### config.mk
export PLATFORM = sky130hd
export DESIGN_NAME = core_bus_arbiter
export DESIGN_NICKNAME = d
export VERILOG_FILES = /design/src/rtl/core_bus_arbiter_pkg.sv /design/src/rtl/bus_timeout_counter.sv /design/src/rtl/core_bus_arbiter.sv
export SDC_FILE = /design/constraint.sdc
export NUM_CORES = 1
export LEC_CHECK = 0
export CAP_MARGIN = 10
export CORE_MARGIN = 2
export CORE_UTILIZATION = 35
export CTS_BUF_LIST = sky130_fd_sc_hd__clkbuf_8
export CTS_CLUSTER_SIZE = 30
export DETAILED_ROUTE_END_ITERATION = 7
export PLACE_DENSITY = 0.75
export SYNTH_ARGS = -nofsm -noshare
export SYNTH_HDL_FRONTEND = slang
export SYNTH_SLANG_ARGS = --single-unit
### constraint.sdc
create_clock -name clk -period 5.4 [get_ports clk]
set_input_delay 0.54 -clock clk [delete_from_list [all_inputs] [get_ports clk]]
set_output_delay 0.54 -clock clk [all_outputs]
set_load 0.01 [all_outputs]
### src/rtl/core_bus_arbiter_pkg.sv
// core_bus_arbiter_pkg: shared types for the core-to-cbus arbiter
package core_bus_arbiter_pkg;
  typedef enum logic [2:0] {MSIZE1 = 3'd0, MSIZE2 = 3'd1, MSIZE4 = 3'd2} msize_t;
  typedef enum logic [1:0] {IDLE, BUSY_I, BUSY_D} arb_state_t;
  typedef struct packed {
    logic        valid;
    logic        is_write;
    msize_t      size;
    logic [31:0] addr;
    logic [3:0]  strobe;
    logic [31:0] data;
    logic [3:0]  len;
  } cbus_req_t;
  typedef struct packed {
    logic        ready;
    logic        last;
    logic [31:0] data;
  } cbus_resp_t;
  typedef struct packed {
    logic        valid;
    logic [31:0] addr;
  } ibus_req_t;
  typedef struct packed {
    logic        addr_ok;
    logic        data_ok;
    logic [31:0] data;
  } ibus_resp_t;
  typedef struct packed {
    logic        valid;
    logic [31:0] addr;
    msize_t      size;
    logic [3:0]  strobe;
    logic [31:0] data;
  } dbus_req_t;
  typedef struct packed {
    logic        addr_ok;
    logic        data_ok;
    logic [31:0] data;
  } dbus_resp_t;
  function automatic cbus_req_t fetch_req(input logic [31:0] addr);
    return '{valid: 1'b1, is_write: 1'b0, size: MSIZE4, addr: addr, strobe: 4'b0, data: 32'b0, len: 4'b0};
  endfunction
  function automatic cbus_req_t data_req(input dbus_req_t d);
    return '{valid: 1'b1, is_write: |d.strobe, size: d.size, addr: d.addr, strobe: d.strobe, data: d.data, len: 4'b0};
  endfunction
endpackage

### src/rtl/bus_timeout_counter.sv
// bus_timeout_counter: saturating wait counter with a sticky expiry flag
module bus_timeout_counter #(
  parameter int unsigned TIMEOUT_CYCLES = 1023
) (
  input  logic clk,
  input  logic reset,
  input  logic clear_i,
  input  logic busy_i,
  output logic expired_o
);
  localparam int W = (TIMEOUT_CYCLES == 0) ? 1 : $clog2(TIMEOUT_CYCLES + 1);
  logic [W-1:0] cnt_q, cnt_d;
  logic expired_q, expired_d;
  // count stalled busy cycles, saturating; flag latches once the limit is reached
  always_comb begin
    cnt_d = clear_i ? '0 : (busy_i && cnt_q != '1) ? cnt_q + 1'b1 : cnt_q;
    expired_d = expired_q | (TIMEOUT_CYCLES != 0 && cnt_d == W'(TIMEOUT_CYCLES));
  end
  // counter and sticky flag registers
  always_ff @(posedge clk or posedge reset) begin
    if (reset) begin
      cnt_q <= '0;
      expired_q <= 1'b0;
    end else begin
      cnt_q <= cnt_d;
      expired_q <= expired_d;
    end
  end
  assign expired_o = expired_q;
endmodule

### src/rtl/core_bus_arbiter.sv
// core_bus_arbiter: grants ibus/dbus (data first) onto a single-beat cbus, one outstanding
module core_bus_arbiter
  import core_bus_arbiter_pkg::*;
#(
  parameter int unsigned TIMEOUT_CYCLES = 1023
) (
  input  logic        clk,
  input  logic        reset,
  input  logic        ireq_valid,
  input  logic [31:0] ireq_addr,
  output logic        iresp_addr_ok,
  output logic        iresp_data_ok,
  output logic [31:0] iresp_data,
  input  logic        dreq_valid,
  input  logic [31:0] dreq_addr,
  input  logic [2:0]  dreq_size,
  input  logic [3:0]  dreq_strobe,
  input  logic [31:0] dreq_data,
  output logic        dresp_addr_ok,
  output logic        dresp_data_ok,
  output logic [31:0] dresp_data,
  output logic        creq_valid,
  output logic        creq_is_write,
  output logic [2:0]  creq_size,
  output logic [31:0] creq_addr,
  output logic [3:0]  creq_strobe,
  output logic [31:0] creq_data,
  output logic [3:0]  creq_len,
  input  logic        cresp_ready,
  input  logic        cresp_last,
  input  logic [31:0] cresp_data,
  output logic        timeout_err
);
  arb_state_t state_q, state_d;
  cbus_req_t  req_q, req_d, creq;
  cbus_resp_t cresp;
  ibus_req_t  ireq;
  ibus_resp_t iresp;
  dbus_req_t  dreq;
  dbus_resp_t dresp;
  logic done, grant, busy;
  assign ireq  = '{valid: ireq_valid, addr: ireq_addr};
  assign dreq  = '{valid: dreq_valid, addr: dreq_addr, size: msize_t'(dreq_size), strobe: dreq_strobe, data: dreq_data};
  assign cresp = '{ready: cresp_ready, last: cresp_last, data: cresp_data};
  assign done  = cresp.ready & cresp.last;
  assign grant = (state_q == IDLE) & (dreq.valid | ireq.valid);
  assign busy  = (state_q != IDLE) & ~done;
  // grant selection, latched request and response steering; everything silent while in reset
  always_comb begin
    state_d = state_q;
    req_d = req_q;
    creq = '0;
    iresp = '0;
    dresp = '0;
    if (!reset) begin
      case (state_q)
        IDLE: begin
          dresp.addr_ok = dreq.valid;
          iresp.addr_ok = ireq.valid & ~dreq.valid;
          state_d = dreq.valid ? BUSY_D : ireq.valid ? BUSY_I : IDLE;
          req_d = dreq.valid ? data_req(dreq) : fetch_req(ireq.addr);
        end
        BUSY_I: begin
          creq = req_q;
          iresp.data_ok = done;
          iresp.data = done ? cresp.data : '0;
          state_d = done ? IDLE : BUSY_I;
        end
        BUSY_D: begin
          creq = req_q;
          dresp.data_ok = done;
          dresp.data = done ? cresp.data : '0;
          state_d = done ? IDLE : BUSY_D;
        end
        default: state_d = IDLE;
      endcase
    end
  end
  // state and latched request registers
  always_ff @(posedge clk or posedge reset) begin
    if (reset) begin
      state_q <= IDLE;
      req_q <= '0;
    end else begin
      state_q <= state_d;
      req_q <= req_d;
    end
  end
  bus_timeout_counter #(.TIMEOUT_CYCLES(TIMEOUT_CYCLES)) u_timeout (
    .clk       (clk),
    .reset     (reset),
    .clear_i   (grant),
    .busy_i    (busy),
    .expired_o (timeout_err)
  );
  assign iresp_addr_ok = iresp.addr_ok;
  assign iresp_data_ok = iresp.data_ok;
  assign iresp_data    = iresp.data;
  assign dresp_addr_ok = dresp.addr_ok;
  assign dresp_data_ok = dresp.data_ok;
  assign dresp_data    = dresp.data;
  assign creq_valid    = creq.valid;
  assign creq_is_write = creq.is_write;
  assign creq_size     = creq.size;
  assign creq_addr     = creq.addr;
  assign creq_strobe   = creq.strobe;
  assign creq_data     = creq.data;
  assign creq_len      = creq.len;
endmodule

# Word level (Yosys, flattened, before mapping)
# Index checks and enable logic that the tools add are counted.
# op_classes
addsub	1
magnitude_cmp	0
shift	0
n_reduce_logical	6
n_div	0
n_mux	17
mul	0
eq_ne	4
bitwise	9
# op_table
op	n
$mux 77	2
$mux 76	1
$mux 34	2
$mux 33	2
$mux 32	1
$mux 10	2
$add 10x1->10 const B	1
$eq 10x10->1 const B	1
$ne 10x10->1 const B	1
$pmux 2 s3	1
$and 1x1->1	4
$mux 1	4
$mux 2	2
$reduce_or 4->1	1
$not 1->1	3
$eq 2x1->1 const B	1
$eq 2x2->1 const B	1
$logic_not 2->1	1
$or 1x1->1	2
$reduce_and 2->1	1
$reduce_bool 2->1	1
$reduce_or 2->1	1
$logic_and 1x1->1	1
# totals
in_bits	141
n_memories	0
output_inout_bits	146
latch_bits	0
romBits	0
regBits	90
ram_bits	0
elab_cells	47

# Logic depth before layout (Yosys ltp)
# Gate-level depths: netlist (run 1).
# logic_depth
word_depth	8
depth_mapped	8
mapped_depth_nobuf	7

# Hierarchy
# A second synthesis (run 1) with hierarchy kept.
# unflattened
hier_cells	563
area_unflattened_um2	4989.8
# by_module_without_submodules
mod	n_inst	seq_area_each_um2	area_per_inst_um2	cells_each
core_bus_arbiter	1	1876.8	4317.9	497
bus_timeout_counter	1	275.3	671.9	66

# Least setup slack after synthesis (run 1)
# OpenSTA, ideal clock, no wires.
# synth_timing
kind	input -> output
start	input reset
end	output iresp_addr_ok
t_arrival_ps	3563
stages	6
setup_slack_ps	1297
n_path_buf	3
cell_sequence	clkbuf_1 -> inv_1 -> nand2_1 -> clkbuf_1 -> clkbuf_1 -> nor3b_1
# synth_between
elab_chain_cells	1
# synth_lines
item	line	rtl
start, declared	core_bus_arbiter.sv:8	input logic reset,
$mux 34	core_bus_arbiter.sv:55	if (!reset) begin
end, declared	core_bus_arbiter.sv:11	output logic iresp_addr_ok,
# Every way passes these cells.

# Worst setup path after layout (run 1)
# layout_timing
start	input reset
end	output creq_addr[7]
# layout_between
elab_chain_cells	1
# layout_lines
item	line	rtl
$mux 77	core_bus_arbiter.sv:55	
end, declared	core_bus_arbiter.sv:25	output logic [31:0] creq_addr,
# Every way passes these cells.

==> results of run 1 <==
## path summary, 6_finish.rpt
kind	end	slack [ns]	cells after the start
max in group asynchronous	u_timeout.cnt_q[5]	3.49	3
hold / removal	req_q[76]	0.47	1
setup reg to reg	u_timeout.expired_o	2.68	6
setup / recovery	creq_addr[7]	1.91	5
min in group asynchronous	state_q[0]	0.63	2
hold reg to reg	req_q[76]	0.47	1
## metal layers
metal | up-vias | wire, um | GRT usage | part of all wire
met3 | 25 | 1230 | 0.0445 | 0.079
met2 | 217 | 7800 | 0.355 | 0.50
li1 | 2353 | - | - | -
met1 | 2171 | 6150 | 0.232 | 0.40
met5 | - | 0 | 0 | 0
met4 | 0 | 298 | 0.0805 | 0.019
## per-stage QoR
step	util	area, sq um	setup slack, ns
3_3_place_gp	0.570	7820	1.99
4_1_cts	0.584	8020	1.86
5_1_grt	0.584	8020	1.68
3_5_place_dp	0.570	7820	1.86
2_1_floorplan	-	4880	1.30
6_report	0.584	8020	1.91
## logic make-up (layout without fill, tap and decap cells)
| group | after synthesis | after routing | share of synthesized area |
|---|---|---|---|
| multiplexers | 34 | 34 | 0.0701 |
| buffers and inverters | 52 | 312 | 0.0434 |
| AO/OA/AOI/OAI | 100 | 100 | 0.126 |
| AND/OR/NAND/NOR | 284 | 284 | 0.302 |
| other | 1 | 4 | 0.000770 |
| flip-flops | 86 | 86 | 0.442 |
| XOR/XNOR | 2 | 2 | 0.00360 |
| adder cells (fa/ha/maj) | 5 | 5 | 0.0128 |
## layout make-up
| type | instances | area [sq um] |
|---|---|---|
| clock buffer | 9 | 124 |
| clock inverter | 7 | 73.8 |
| fill | 1211 | 5700 |
| inverter | 8 | 31.3 |
| multi-input combinational | 429 | 2540 |
| sequential | 86 | 2150 |
| tap | 180 | 225 |
| timing repair buffer | 288 | 2870 |
## cell usage in the layout (no fill, tap or decap), types with 2 or more instances in the layout
cell type	count
o211ai_1	2
o21ai_0	74
nand3_1	4
clkbuf_8	9
and2_1	138
nor2_1	7
clkinvlp_4	3
nand2b_1	3
conb_1	4
o21a_1	2
nand2_1	117
buf_4	7
nor3_1	2
dfrtp_1	86
o41ai_2	2
clkdlybuf4s50_1	281
a41oi_1	3
nor3b_2	2
mux2i_1	33
inv_1	8
a31oi_1	2
ha_1	5
o31ai_1	3
## where the power goes
group / switching (uW) / internal, uW
registers: 148 / 904
clock network: 239 / 214
logic: 535 / 542
## cells in the mapped netlist (2+ instances only)
cell        n
nor2b_1     2
nand2_1   118
inv_1       8
o31ai_1     3
o21a_1      2
a31oi_1     2
nor3_1      2
nand3_1     4
buf_4       4
mux2i_1    33
o211ai_1    2
o21ai_0    74
o41ai_2     2
nor3b_1     3
and2_1    138
ha_1        5
dfrtp_1    86
clkbuf_1   37
buf_1       2
nand2b_1    3
nor2_1      7
a41oi_1     3
## state kept, by name, indices dropped and copies added (netlist names)
| name | flops |
|---|---|
| req_q | 73 |
| state_q | 2 |
| u_timeout.cnt_q | 10 |
| u_timeout.expired_o | 1 |
==> summary.md, run 1 <==
| Metric | Value |
|---|---|
| Clk_lat worst skew | ~0.35 ns |
| Main synth FF type | dfrtp_1 |
| Crit-path cells | clkdlybuf4s50_1, nor2b_4, buf_4, and2_1, clkdlybuf4s50_1 |
| Async SR Flop Fraction | 1.00 |
| Setup-failing EPs final | 0 |
| PwrDens | 322 nW/um^2 |
| Total Routing Usage GR | 0.200 |
| CP top delay family | buffers and inverters |
| Detail Route Antenna Nets | 0 |
| Area Growth Syn to Fin | 64.6% |
| Total iterations of the first detailed-routing run | 4 |
| Post-synth EDFFs | 0 |
| Status | completed |
| Largest net degree at the start of global routing | 125 |
| Max Slew Vio Count | 0 |
| Worst path most repeated cell | clkdlybuf4s50_1 |
| I/O pin count | about 290 |
| Die H | 122 um |
| Placed cells | 991 |
| Share of the synthesized area in the top cell type | 0.442 |
| Synth area leaders | dfrtp_1 44%, and2_1 18%, nand2_1 9.1% |
| Unique cell type count in the Yosys netlist | 46 |
| Ant diodes | 0 |
| Max Cap Viol | 0 |
| Core box area | approximately 14000 sq um |
| Post-Route Setup TNS | 0 ns |
| CP bufs+invs | 3 |
| CTS Buffer Depth | 2 |
| Num CTS Buffers | 9 |
| HP Class | reg -> reg |
| Sink Count | 86 |
| DRC Markers | 0 |
| Slowest CP cell | nor2b_4 |
| Fraction of layout cells with a size suffix above 1 | 0.0375 |
| Tmin final | ~3.5 ns |
| Cell Area, Synth | slightly below 5000 sq um |
| Die ar. | about 15000 sq um |
| Slowest stage delay, CP | about 0.67 ns |
| Htree depth | 3 |
| Final WL | 15500 um |
| CTS tree | yes |
| RD Place Congestion | 0.866 |
| First-pass GRT wire length | ~23000 um |
| Worst Max-Slew Pin Slew | roughly 1.1 ns |
| Clock-pin slew on the worst setup and hold paths | 0.09 ns |
| Gate Count Post-Synth | 564 |
| Initial drt markers | 340 |
| Crit path from | reset |
| Dpl hpwl | 11800 um |
| Total gr overflow | 0 |
| RSZ-0062 raised after global routing | false |
| Maximum vdd drop | 0.000180 V |
| Die W | 122 um |
| Clk root buf | clkbuf_8 |
| Num rows | 43 |
| Reg-to-reg critical path startpoint | u_timeout.cnt_q[0] |
| Routed len/inst | around 15 um |
| Flops & latches, synth | 86 |
| Final count of hold timing violations | 0 |
| Initial Util | 0.355 |
| Post-CTS sizing | 0 |
| Total Nets Final | approximately 970 |
| Sequential fraction of the synthesis area | 0.442 |
| Power after layout | 2580 uW |
| Synth area leader | dfrtp_1 |
| Total setup buffers inserted after CTS | 0 |
| Startpoint types | primary input |
| Achievable Freq | 0.287 GHz |
| Syn Area/Cell | 8.64 sq um |
| Port-buffer cells | 282 |
| Kind of critical path | in -> out |
| Final worst path period share | 0.646 |
| Initial antenna violation count | 0 |
| Relative slew slack | 0.283 |
| Vias in the first global route | about 4800 |
| Min-delay src | req_q[76] |
| Synthesis Warnings | 0 |
| Endpoint class of the critical path | output pin |
| CP required | 4.86 ns |
| Routed vias | 4766 |
| Vias per cell | roughly 4.7 |
| Hold slack final | 0.470 ns |
| Arr. time, crit path | 2.95 ns |
| Hold buffers post-CTS | 0 |
| Worst-path fanout max | 44 |
| Fin cells | 1007 |
| Worst Skew | about 0.011 ns |
| LEAKAGE | 0.00341 uW |
Note: power is estimated with default switching activity, not from simulation.
==> run 2, diff against run 1 <==
- PLACE_DENSITY: 0.75 -> 0.78
- clock period: 5.4 -> 3.2 ns (I/O delays scaled with it)
==> summary.md, run 2 (synthesis gave the netlist of run 1 again) <==
| Metric | Value |
|---|---|
| Status | completed (unchanged) |
| Final worst setup slack | 0.563 ns (was 1.91 ns) |
| PwrDens | 547 nW/um^2 (was 322 nW/um^2) |
| Die H | 122 um (unchanged) |
| Biggest regs | req_q: 73 flops, u_timeout.cnt_q: 10 flops, state_q: 2 flops (unchanged) |
| Clk root buf | clkbuf_8 (unchanged) |
| Total Nets Final | 969 (was 968) |
| Tmin final | between 2 and 3 ns |
| Detail Route Antenna Nets | 0 (unchanged) |
| Max FFs per register | 73 (unchanged) |
| R2R Setup Slk | 0.60 ns (was 2.68 ns) |
| Maximum vdd drop | 0.000293 V (was 0.000180 V) |
| Port-buffer cells | 282 (unchanged) |
| Final WL | 15100 um (was 15500 um) |
| Num rows | 43 (unchanged) |
| Clock-pin slew on the worst setup and hold paths | 0.08 ns (was 0.09 ns) |
| Setup-failing EPs final | 0 (unchanged) |
| Fraction of layout cells with a size suffix above 1 | 0.0375 (unchanged) |
| Total gr overflow | 0 (unchanged) |
| Initial drt markers | 360 (was 340) |
| Clk_lat worst skew | 0.35 ns (about the same) |
| Ant diodes | 0 (unchanged) |
| Max Slew Vio Count | 0 (unchanged) |
| Max Cap Viol | 0 (unchanged) |
| CP required | 2.88 ns (was 4.86 ns) |
| Kind of critical path | reg -> out (was in -> out) |
| Reg-to-reg critical path startpoint | u_timeout.cnt_q[0] (unchanged) |
| Routed vias | 4734 (was 4766) |
| Routed len/inst | 15.0 um (was 15.4 um) |
| Final count of hold timing violations | 0 (unchanged) |
| Die ar. | 14900 sq um (unchanged) |
| Num CTS Buffers | 9 (unchanged) |
| Post-CTS sizing | 0 (unchanged) |
| Core box area | 13700 sq um (unchanged) |
| LEAKAGE | 0.00343 uW (was 0.00341 uW) |
| Endpoint class of the critical path | output pin (unchanged) |
| HP Class | reg -> reg (unchanged) |
| Worst-path fanout max | 73 (was 44) |
| Final worst path period share | 0.824 |
| RD Place Congestion | 0.836 (was 0.866) |
| Achievable Freq | roughly 0.38 GHz |
| Arr. time, crit path | 2.32 ns (was 2.95 ns) |
| Total setup buffers inserted after CTS | 0 (unchanged) |
| CTS tree | yes (unchanged) |
| Worst Max-Slew Pin Slew | 0.726 ns (was 1.07 ns) |
| Worst flop-to-flop path endpoint | u_timeout.expired_o (unchanged) |
| Most frequent cells in the layout | 281 x clkdlybuf4s50_1, 138 x and2_1, 117 x nand2_1 (unchanged) |
| Largest Register | req_q (unchanged) |
| CP Capture Point | creq_addr[17] (was creq_addr[7]) |
| Startpoint types | flip-flop (was primary input) |
| Initial antenna violation count | 0 (unchanged) |
| Post-Route Setup TNS | 0 ns (unchanged) |
| Vias per cell | 4.70 (was 4.73) |
| Place WS | 0.540 ns (was 1.86 ns) |
| Total iterations of the first detailed-routing run | 4 (unchanged) |
| DRC Markers | 0 (unchanged) |
| Initial Util | 0.355 (unchanged) |
| Commonest non-fill, non-tap cell in the layout | clkdlybuf4s50_1 (unchanged) |
| Htree depth | 3 (unchanged) |
| Crit path from | state_q[0] (was reset) |
| Worst Skew | 0.00899 ns (was 0.0108 ns) |
| CTS Buffer Depth | 2 (unchanged) |
| Largest net degree at the start of global routing | 146 (was 125) |
| Total Routing Usage GR | 0.199 (was 0.200) |
| Vias in the first global route | 4508 (was 4755) |
| RSZ-0062 raised after global routing | false (unchanged) |
| Relative slew slack | 0.516 (was 0.283) |
| R2R depth | 6 (unchanged) |
| Dpl hpwl | 11500 um (was 11800 um) |
| Die W | 122 um (unchanged) |
| I/O pin count | 287 (unchanged) |
| Hold buffers post-CTS | 0 (unchanged) |
| Area Growth Syn to Fin | 65.6% (was 64.6%) |
| First-pass GRT wire length | 23000 um (was 23400 um) |
| Sink Count | 86 (unchanged) |
## run 2: changes by cell type in the layout (fill, tap and decap cells not counted)
cell,previous run,this run
buf_4,7,6
clkinv_2,1,0
buf_12,0,2
clkinv_4,1,0
bufinv_16,1,2
## run 2: critical path, stage by stage, from the launching register on
cell and delay [ns]:
dfrtp_1 0.40, inv_1 0.09, ha_1 0.28, nor2b_4 0.15, buf_12 0.24, and2_1 0.18, clkdlybuf4s50_1 0.58
## run 2: power breakdown
part	internal [uW]	leakage [uW]	switching, uW	total, uW
registers	1520	0.00110	212	1740
clock network	435	0.000103	387	823
logic	941	0.00223	912	1850
total	2900	0.00343	1510	4410
## run 2: metrics by stage
step | instances | util | instance area (sq um) | hold WS [ns] | power, uW
3_5_place_dp | 992 | 0.572 | 7850 | 0.444 | 3640
2_1_floorplan | 567 | - | 4890 | 0.425 | 2710
4_1_cts | 1007 | 0.588 | 8060 | 0.468 | 4470
5_1_grt | 1007 | 0.588 | 8060 | 0.497 | 4770
3_3_place_gp | 992 | 0.572 | 7850 | 0.440 | 3580
6_report | 1007 | 0.588 | 8060 | 0.462 | 4410
## run 2: worst min-delay path by stage
stage / startpoint / endpoint / slack (ns) / cells past startpoint
after floorplan: req_q[76] / req_q[76] / 0.43 / 1
after global placement: req_q[76] / req_q[76] / 0.44 / 1
after detailed placement: req_q[76] / req_q[76] / 0.44 / 1
after CTS: req_q[76] / req_q[76] / 0.47 / 1
after global routing: req_q[76] / req_q[76] / 0.50 / 1
final: req_q[76] / req_q[76] / 0.46 / 1
## run 2: cell type report
class / count / area [sq um]
fillers: 1255 / 5660
well taps: 180 / 225
clock buffers: 9 / 124
clock inverters: 6 / 87.6
repair buffers: 289 / 2900
inverters: 8 / 33.8
flip-flops and latches: 86 / 2150
multi-input cells: 429 / 2540
## run 2: layer usage
| metal | up-vias | routed length (um) | GRT usage |
|---|---|---|---|
| met5 | - | 0 | 0 |
| met4 | 0 | 267 | 0.0618 |
| met3 | 18 | 1150 | 0.0468 |
| met2 | 206 | 7760 | 0.363 |
| met1 | 2152 | 5930 | 0.229 |
| li1 | 2358 | - | - |
==> run 3, diff against run 2 <==
- PLACE_DENSITY: 0.78 -> 0.75
- clock period: 3.2 -> 2.71 ns (I/O delays scaled with it)
==> summary.md, run 3 (synthesis gave the netlist of run 1 again) <==
| Metric | Value |
|---|---|
| Detail Route Antenna Nets | 0 (unchanged) |
| Area of the multi-input gates | 2540 sq um (unchanged) |
| Fin cells | 1010 (was 1007) |
| Clock-pin slew on the worst setup and hold paths | 0.09 ns (was 0.08 ns) |
| Arr. time, crit path | 2.26 ns (was 2.32 ns) |
| Core box area | 13700 sq um (unchanged) |
| Hold buffers post-CTS | 0 (unchanged) |
| Setup-failing EPs final | 0 (unchanged) |
| Endpoint class of the critical path | output pin (unchanged) |
| Port-buffer cells | 282 (unchanged) |
| CTS tree | yes (unchanged) |
| Reg area | 2150 sq um (unchanged) |
| Worst Max-Slew Pin Slew | 0.798 ns (was 0.726 ns) |
| Die H | 122 um (unchanged) |
| R2R depth | 6 (unchanged) |
| RSZ-0062 raised after global routing | false (unchanged) |
| Max Slew Vio Count | 0 (unchanged) |
| RD Place Congestion | 0.873 (was 0.836) |
| Ant diodes | 0 (unchanged) |
| Total setup buffers inserted after CTS | 0 (unchanged) |
| Die W | 122 um (unchanged) |
| Initial Util | 0.355 (unchanged) |
| Clk_lat worst skew | 0.35 ns (about the same) |
| LEAKAGE | 0.00345 uW (was 0.00343 uW) |
| PwrDens | 649 nW/um^2 (was 547 nW/um^2) |
| Placed cells | 994 (was 992) |
| Total Routing Usage GR | 0.196 (was 0.199) |
| Kind of critical path | reg -> out (unchanged) |
| Num rows | 43 (unchanged) |
| Tmin final | 2.53 ns |
| Hold Crit Depth | 3 (was 1) |
| Final core utilization | 0.591 (was 0.588) |
| DRC Markers | 0 (unchanged) |
| Biggest regs | req_q: 73 flops, u_timeout.cnt_q: 10 flops, state_q: 2 flops (unchanged) |
| CP required | 2.44 ns (was 2.88 ns) |
| Dpl hpwl | 11500 um (about the same) |
| Largest Register | req_q (unchanged) |
| Initial antenna violation count | 0 (unchanged) |
| Slowest CP cell | clkdlybuf4s50_1 (unchanged) |
| Vias per cell | 4.73 (was 4.70) |
| Startpoint types | flip-flop (unchanged) |
| Post-Route Setup TNS | 0 ns (unchanged) |
| Final WL | 15000 um (was 15100 um) |
| Vias in the first global route | 4667 (was 4508) |
| Maximum vdd drop | 0.000347 V (was 0.000293 V) |
| Clk root buf | clkbuf_8 (unchanged) |
| Htree depth | 3 (unchanged) |
| Slowest stage delay, CP | 0.55 ns (was 0.58 ns) |
| Most frequent cells in the layout | 281 x clkdlybuf4s50_1, 138 x and2_1, 117 x nand2_1 (unchanged) |
| Routed vias | 4780 (was 4734) |
| Commonest non-fill, non-tap cell in the layout | clkdlybuf4s50_1 (unchanged) |
| I/O pin count | 287 (unchanged) |
| Total Nets Final | 971 (was 969) |
| CTS Buffer Depth | 2 (unchanged) |
| Die ar. | 14900 sq um (unchanged) |
| Total gr overflow | 0 (unchanged) |
| Total iterations of the first detailed-routing run | 4 (unchanged) |
| Post-CTS sizing | 0 (unchanged) |
| Num CTS Buffers | 9 (unchanged) |
| Status | completed (unchanged) |
| Initial drt markers | 382 (was 360) |
| Achievable Freq | 0.395 GHz |
| Worst Skew | 0.00829 ns (was 0.00899 ns) |
| Final worst path period share | 0.933 |
| Area Growth Syn to Fin | 66.4% (was 65.6%) |
| Routed len/inst | 14.9 um (was 15.0 um) |
| Worst-path fanout max | 55 (was 73) |
| Crit-path cells | inv_1, ha_1, nor2b_4, buf_12, and2_1, clkdlybuf4s50_1 (unchanged) |
| Final count of hold timing violations | 0 (unchanged) |
| Max Cap Viol | 0 (unchanged) |
| Fraction of layout cells with a size suffix above 1 | 0.0410 (was 0.0375) |
| Fill count | 1195 (was 1255) |
| Max FFs per register | 73 (unchanged) |
| First-pass GRT wire length | 23100 um (was 23000 um) |
| Sink Count | 86 (unchanged) |
| Relative slew slack | 0.468 (was 0.516) |
| HP Class | in -> reg (was reg -> reg) |
| Largest net degree at the start of global routing | 146 (unchanged) |
[run 3: where the power goes]
| part | internal, uW | switching (uW) | leakage, uW |
|---|---|---|---|
| clock | 515 | 453 | 0.000115 |
| combinational | 1130 | 1090 | 0.00224 |
| sequential | 1800 | 262 | 0.00110 |
| total | 3450 | 1810 | 0.00345 |
[run 3: per-layer routing]
layer	up-vias	share of wire	global-route usage	routed length [um]
li1	2369	-	-	-
met1	2176	0.39	0.231	5890
met2	215	0.51	0.347	7610
met3	20	0.082	0.0482	1240
met4	0	0.018	0.0668	269
met5	-	0	0	0
[run 3: cell type report]
type | count | area share
clock buffers | 9 | 0.0153
clock inverters | 7 | 0.0108
inverters | 8 | 0.00417
multi-input cells | 429 | 0.314
flip-flops and latches | 86 | 0.266
well taps | 180 | 0.0278
repair buffers | 291 | 0.363
[run 3: worst max-delay path, delay by kind of cell, from the launching register on]
| kind | cells | cell delay, ns |
|---|---|---|
| fa+ha+maj | 1 | 0.29 |
| flops | 1 | 0.40 |
| simple gates | 2 | 0.37 |
| buf+inv | 3 | 0.86 |
[run 3: worst paths after layout]
kind                                    startpoint             endpoint  slack (ns)
max in group asynchronous                    reset            req_q[29]        0.96
worst max register to register  u_timeout.cnt_q[0]  u_timeout.expired_o        0.19
worst min register to register           req_q[76]            req_q[76]        0.46
min in group asynchronous                    reset           state_q[1]        0.70
worst min-delay path                    dreq_valid            req_q[56]        0.40
worst max-delay path                    state_q[1]         creq_size[1]        0.18
[run 3: stage by stage]
step           total power, uW  hold WS [ns]  worst slack, ns  cell area (sq um)
6_report                  5260         0.399            0.181               8100
2_1_floorplan             3230         0.416         -0.00657               4910
3_3_place_gp              4240         0.441            0.244               7890
3_5_place_dp              4350         0.444            0.230               7890
4_1_cts                   5330         0.393            0.124               8100
5_1_grt                   5680         0.428         0.000629               8100
